<file path="src/rtl/conway_mem_pkg.sv">
// Shared types and sizing helpers for the Conway system memory.
package conway_mem_pkg;

  typedef enum logic [1:0] {
    IDLE = 2'd0,
    LOAD = 2'd1,
    OUT  = 2'd2
  } mode_t;

  function automatic int beats(input int data_size, input int lanes);
    return (lanes > 0) ? (data_size / lanes) : 0;
  endfunction

  // A single-beat transfer still needs a 1-bit counter to keep ports legal.
  function automatic int count_width(input int n);
    return (n > 1) ? $clog2(n) : 1;
  endfunction

endpackage

</file>
<file path="src/rtl/beat_counter.sv">
// Modulo-BEATS beat counter shared by the serial load and readout paths.
module beat_counter #(
  parameter int BEATS = 4,
  parameter int CW    = 2
) (
  input  logic          clk,
  input  logic          rst,
  input  logic          clear,
  input  logic          enable,
  input  logic          restart,
  output logic [CW-1:0] count,
  output logic          wrap
);

  logic [CW-1:0] base;

  // restart makes this edge behave as beat 0 of a fresh sequence.
  assign base = restart ? '0 : count;
  assign wrap = enable && (base == CW'(BEATS - 1));

  always_ff @(posedge clk or posedge rst) begin
    if (rst) begin
      count <= '0;
    end else if (clear) begin
      count <= '0;
    end else if (enable) begin
      count <= wrap ? '0 : (base + CW'(1));
    end
  end

endmodule

</file>
<file path="src/rtl/system_memory_v4.sv">
// Grid memory: parallel RUN load, multi-lane serial LOAD and non-destructive serial readout.
module system_memory_v4
  import conway_mem_pkg::*;
#(
  parameter int GRID_W = 5,
  parameter int GRID_H = 1,
  parameter int LANES  = 1,
  parameter int GEN_W  = 16
) (
  input  logic                       CLK,
  input  logic                       RESET,
  input  logic [GRID_W*GRID_H-1:0]   GRID_IN,
  input  logic [LANES-1:0]           SERIAL_IN,
  input  logic                       LOAD_MODE,
  input  logic                       RUN_MODE,
  input  logic                       OUTPUT_MODE,
  output logic [GRID_W*GRID_H-1:0]   SYSTEM_MEM_OUT,
  output logic [LANES-1:0]           SERIAL_OUT,
  output logic                       OUT_VALID,
  output logic                       LOAD_DONE,
  output logic                       OUTPUT_DONE,
  output logic [GEN_W-1:0]           GEN_COUNT,
  output logic [1:0]                 debug_state
);

  localparam int DATA_SIZE = GRID_W * GRID_H;
  localparam int BEATS     = beats(DATA_SIZE, LANES);
  localparam int CW        = count_width(BEATS);

  if ((LANES < 1) || (LANES > DATA_SIZE) || ((DATA_SIZE % LANES) != 0)) begin : g_bad_lanes
    $fatal(1, "system_memory_v4: LANES must divide GRID_W*GRID_H");
  end

  mode_t                mode;
  mode_t                state;
  logic                 load_en;
  logic                 out_en;
  logic                 restart;
  logic [CW-1:0]        count;
  logic                 wrap;
  logic                 load_wrap;
  logic                 out_wrap;
  logic [DATA_SIZE-1:0] mem;
  logic [DATA_SIZE-1:0] shadow;
  logic [DATA_SIZE-1:0] snap;
  logic [DATA_SIZE-1:0] mem_shift;

  // RUN wins over everything and counts as IDLE for the beat counter.
  always_comb begin
    mode = IDLE;
    if (RUN_MODE) begin
      mode = IDLE;
    end else if (LOAD_MODE) begin
      mode = LOAD;
    end else if (OUTPUT_MODE) begin
      mode = OUT;
    end
  end

  assign load_en   = (mode == LOAD);
  assign out_en    = (mode == OUT);
  assign restart   = (mode != state);
  assign load_wrap = wrap && load_en;
  assign out_wrap  = wrap && out_en;

  beat_counter #(
    .BEATS (BEATS),
    .CW    (CW)
  ) u_beat_counter (
    .clk     (CLK),
    .rst     (RESET),
    .clear   (!(load_en || out_en)),
    .enable  (load_en || out_en),
    .restart (restart),
    .count   (count),
    .wrap    (wrap)
  );

  if (LANES == DATA_SIZE) begin : g_single_beat
    assign mem_shift = SERIAL_IN;
  end else begin : g_multi_beat
    assign mem_shift = {mem[DATA_SIZE-LANES-1:0], SERIAL_IN};
  end

  // Readout works on a private copy so the stored grid is never disturbed.
  assign snap = ((state != OUT) || (count == '0)) ? mem : shadow;

  always_ff @(posedge CLK or posedge RESET) begin
    if (RESET) begin
      state       <= IDLE;
      mem         <= '0;
      shadow      <= '0;
      SERIAL_OUT  <= '0;
      OUT_VALID   <= 1'b0;
      LOAD_DONE   <= 1'b0;
      OUTPUT_DONE <= 1'b0;
      GEN_COUNT   <= '0;
    end else begin
      state       <= mode;
      SERIAL_OUT  <= '0;
      OUT_VALID   <= 1'b0;
      LOAD_DONE   <= 1'b0;
      OUTPUT_DONE <= 1'b0;
      if (RUN_MODE) begin
        mem       <= GRID_IN;
        GEN_COUNT <= GEN_COUNT + GEN_W'(1);
      end else if (load_en) begin
        mem       <= mem_shift;
        LOAD_DONE <= load_wrap;
        if (load_wrap) begin
          GEN_COUNT <= '0;
        end
      end else if (out_en) begin
        SERIAL_OUT  <= snap[DATA_SIZE-1 -: LANES];
        shadow      <= snap << LANES;
        OUT_VALID   <= 1'b1;
        OUTPUT_DONE <= out_wrap;
      end
    end
  end

  assign SYSTEM_MEM_OUT = mem;
  assign debug_state    = state;

endmodule

</file>
<file path="config.mk">
export PLATFORM = sky130hd
export DESIGN_NAME = system_memory_v4
export DESIGN_NICKNAME = d
export VERILOG_FILES = /design/src/rtl/conway_mem_pkg.sv /design/src/rtl/beat_counter.sv /design/src/rtl/system_memory_v4.sv
export SDC_FILE = /design/constraint.sdc
export NUM_CORES = 1
export LEC_CHECK = 0
export CORE_MARGIN = 5
export CORE_UTILIZATION = 48
export DETAILED_ROUTE_END_ITERATION = 8
export PLACE_DENSITY = 0.88
export RECOVER_POWER = 100
export SLEW_MARGIN = 0
export SYNTH_ARGS = -nofsm -noshare
export SYNTH_HDL_FRONTEND = slang
export SYNTH_SLANG_ARGS = --single-unit
</file>
<file path="constraint.sdc">
create_clock -name CLK -period 3.7 [get_ports CLK]
set_clock_uncertainty 0.2 [all_clocks]
set_input_delay 0.74 -clock CLK [delete_from_list [all_inputs] [get_ports CLK]]
set_output_delay 0.74 -clock CLK [all_outputs]
set_load 0.05 [all_outputs]
</file>
==> qor.yml, run 1 <==
outcome: "completed"
gr-usage-all-layers_pct: 17.1
grt.overflow.total: 0
dieArea_sq_um: 4710
period_needed_ps: 3200
crit_start: "LOAD_MODE"
drt-vias-per-instance: 5.52
p_leak_nw: 0.969
max_freq_ghz: 0.312
synth_flop_cell: "dfrtp_1"
maxCapViolCount: 0
antenna_found_initial: 0
antenna_cells: 0
crit_slowest_cell: "clkdlybuf4s50_1"
critPathLaunchType: "input pin"
rsz0062_at_grt: "false"
worst_pin_slew_ps: 950
yosysUniqueCellTypes: 36
grt_max_degree: 19
grt_pass1_wl_um: 6000
antenna_left: 0
numCtsBuffers: 5
fillers: 294
maxSlewHeadroom_pct: 36.6
setup_viol: 0
internal-power_mw: 0.560
wl_um: 3530
drt-initial-drc-count: 166
synth_nets: 183
fin_hold_ws_ps: 301
h-tree-depth: 2
power_density_nw_per_um2: 397
port_buffers: 37
min_to: "GEN_COUNT[15]"
cts_resized: 0
finalCritPeriodShare_pct: 86.6
hold_path_depth: 1
initial_core_util_pct: 49.4
crit_arrival_ps: 3220
p_switching_mw: 0.289
p_clk_share_pct: 23.7
crit_type: "input pin to flip-flop"
ys_warn_count: 0
endpoint_kind: "flip-flop"
multi_input_area_sq_um: 752
cts_setup_buffers: 0
boundaryPins: 38
timing.rr.start: "debug_state[1]"
gp_routability_congestion: 0.869
vias: 1418
reg2regPathDepth: 9
seqPwrFrac_pct: 51.8
final_nets: 226
rows: 21
clock_latency_ps: 330
syn_inst: 169
hp-start: "GEN_COUNT[15]"
fin_setup_tns_ps: 0
syn_avg_cell_area_sq_um: 9.76
switching_share_pct: 34.0
syn_to_final_growth_pct: 29.4
drive_gt1_share_pct: 5.21
clkSlewWorstSetupHoldPaths_ps: 100
clock_sinks: 34
wl_per_cell_um: 13.7
worstPathCellList: "clkdlybuf4s50_1, clkbuf_1, nor4bb_1, o21ai_0, o31ai_1, nand2_1, ha_1, nand2_1, or3_1, o211ai_1, o31ai_1"
core_area_sq_um: 3340
vdd_drop_max_v: 0.000219
hpwl_um: 2730
hold_class: "flip-flop to flip-flop"
clock-root-buffer: "clkbuf_4"
synth_seq_cells: 34
synth-edff-count: 0
worstPathRequired_ps: 3720
maxSlewViolCount: 0
die_y_um: 68.6
cts_tree: "built"
hold_buffers: 0
p_comb_share_pct: 24.5
synth_seq_area_share_pct: 51.6
r2r_slack_ps: 1330
die_x_um: 68.6
drc: 0
ff_latch_area_sq_um: 851
async_flop_share_pct: 100
grt_pass1_vias: 1325
netlist_area_sq_um: 1650
worstPathMaxFanout: 11
dr.pass1.iters: 5
cts_buffer_depth: 2
r2r_end: "GEN_COUNT[11]"
hold_viol_final: 0
critical-path-max-stage-delay_ps: 500
==> cell usage after synthesis (2+ instances only) <==
cell type / number / area (sq um)
o21ai_0: 15 / 75.1
o31ai_1: 4 / 30.0
inv_1: 5 / 18.8
o211ai_1: 4 / 30.0
o21a_1: 2 / 15.0
and3_1: 2 / 12.5
nor2b_1: 3 / 18.8
and3b_1: 2 / 17.5
or3_1: 2 / 12.5
and2_1: 2 / 12.5
clkbuf_1: 5 / 18.8
nand3b_1: 3 / 22.5
nand2_1: 23 / 86.3
ha_1: 3 / 37.5
nor2_1: 11 / 41.3
nand3_1: 6 / 30.0
nor3b_1: 2 / 15.0
a31oi_1: 2 / 12.5
nor3_1: 3 / 15.0
mux2i_1: 12 / 120
nand4_1: 2 / 12.5
dfrtp_1: 34 / 851
a21oi_1: 9 / 45.0
==> area by class of cell <==
type	instances	area share, %
timing repair buffer	43	18.9
inverter	5	0.879
tap	46	2.70
sequential	34	39.9
clock buffer	6	2.40
multi-input combinational	123	35.2
==> kinds of logic after synthesis <==
logic type | share of synthesized area, %
compound gates | 14.6
xor+xnor | 0.531
fa+ha+maj | 2.28
buf+inv | 2.81
flops | 51.6
mux | 7.28
simple gates | 20.9
==> power by group through the flow <==
stage               combinational [mW]  clock, mW  sequential, mW
finish                           0.208      0.201           0.439
global route                     0.225      0.223           0.449
CTS                              0.220      0.208           0.441
detailed placement               0.220          0           0.448
global placement                 0.214          0           0.447
floorplan                       0.0668          0           0.517
==> cell usage in the layout, fill, tap and decap left out, types with 4 or more instances in the layout <==
| cell | count |
|---|---|
| dfrtp_1 | 34 |
| dlygate4sd3_1 | 28 |
| nand2_1 | 23 |
| o21ai_0 | 15 |
| mux2i_1 | 12 |
| nor2_1 | 11 |
| a21oi_1 | 9 |
| clkdlybuf4s50_1 | 9 |
| nand3_1 | 6 |
| inv_1 | 5 |
| clkbuf_4 | 5 |
| o211ai_1 | 4 |
| o31ai_1 | 4 |
==> metrics by stage <==
step	instances	cell area (sq um)	worst slack [ps]	utilization, %	power (mW)
floorplan	169	1650	827	-	0.584
global placement	251	2090	585	62.8	0.661
detailed placement	251	2090	442	62.8	0.668
CTS	257	2150	809	64.3	0.869
global route	257	2130	278	64.0	0.897
finish	257	2130	495	64.0	0.848
==> registers in the layout (all words and copies together), names as in the netlist <==
signal and cells:
GEN_COUNT 16, LOAD_DONE 1, OUTPUT_DONE 1, OUT_VALID 1
SERIAL_OUT 1, SYSTEM_MEM_OUT 5, debug_state 2, shadow 4
u_beat_counter.count 3
==> worst max-delay path by stage <==
stage / to / depth (start not counted)
floorplan: GEN_COUNT[5] / 9
global placement: GEN_COUNT[11] / 11
detailed placement: GEN_COUNT[5] / 11
CTS: GEN_COUNT[11] / 11
global route: GEN_COUNT[11] / 11
finish: GEN_COUNT[11] / 11
==> metal layers <==
layer / wire [um] / up-vias / GRT usage (%)
met5: 0 / - / 0
met4: 51 / 0 / 6.45
li1: - / 693 / -
met2: 1800 / 47 / 28.8
met3: 264 / 7 / 6.16
met1: 1410 / 671 / 19.9
==> critical path, delay by kind of cell <==
| family | cells | cell delay, ps |
|---|---|---|
| compound gates | 4 | 580 |
| simple gates | 4 | 800 |
| fa+ha+maj | 1 | 160 |
| buf+inv | 2 | 940 |
No activity file was read; power rests on OpenSTA's default activity.
==> run 2: changes to the inputs <==
--- a/config.mk
+++ b/config.mk
@@ -5,12 +5,14 @@
 export SDC_FILE = /design/constraint.sdc
 export NUM_CORES = 1
 export LEC_CHECK = 0
+export ABC_AREA = 0
 export CORE_MARGIN = 5
 export CORE_UTILIZATION = 48
 export DETAILED_ROUTE_END_ITERATION = 8
 export PLACE_DENSITY = 0.88
 export RECOVER_POWER = 100
-export SLEW_MARGIN = 0
+export SKIP_CTS_REPAIR_TIMING = 1
+export SLEW_MARGIN = 30
 export SYNTH_ARGS = -nofsm -noshare
 export SYNTH_HDL_FRONTEND = slang
 export SYNTH_SLANG_ARGS = --single-unit
==> results of run 2 <==
No change in the layout: final DEF, timing and power equal those of run 1.
==> run 3: changes to the inputs <==
--- a/config.mk
+++ b/config.mk
@@ -8,7 +8,9 @@
 export ABC_AREA = 0
 export CORE_MARGIN = 5
 export CORE_UTILIZATION = 48
+export CTS_CLUSTER_DIAMETER = 200
 export DETAILED_ROUTE_END_ITERATION = 8
+export GPL_ROUTABILITY_DRIVEN = 0
 export PLACE_DENSITY = 0.88
 export RECOVER_POWER = 100
 export SKIP_CTS_REPAIR_TIMING = 1
==> results of run 3 <==
No change in the layout: final DEF, timing and power equal those of run 1.
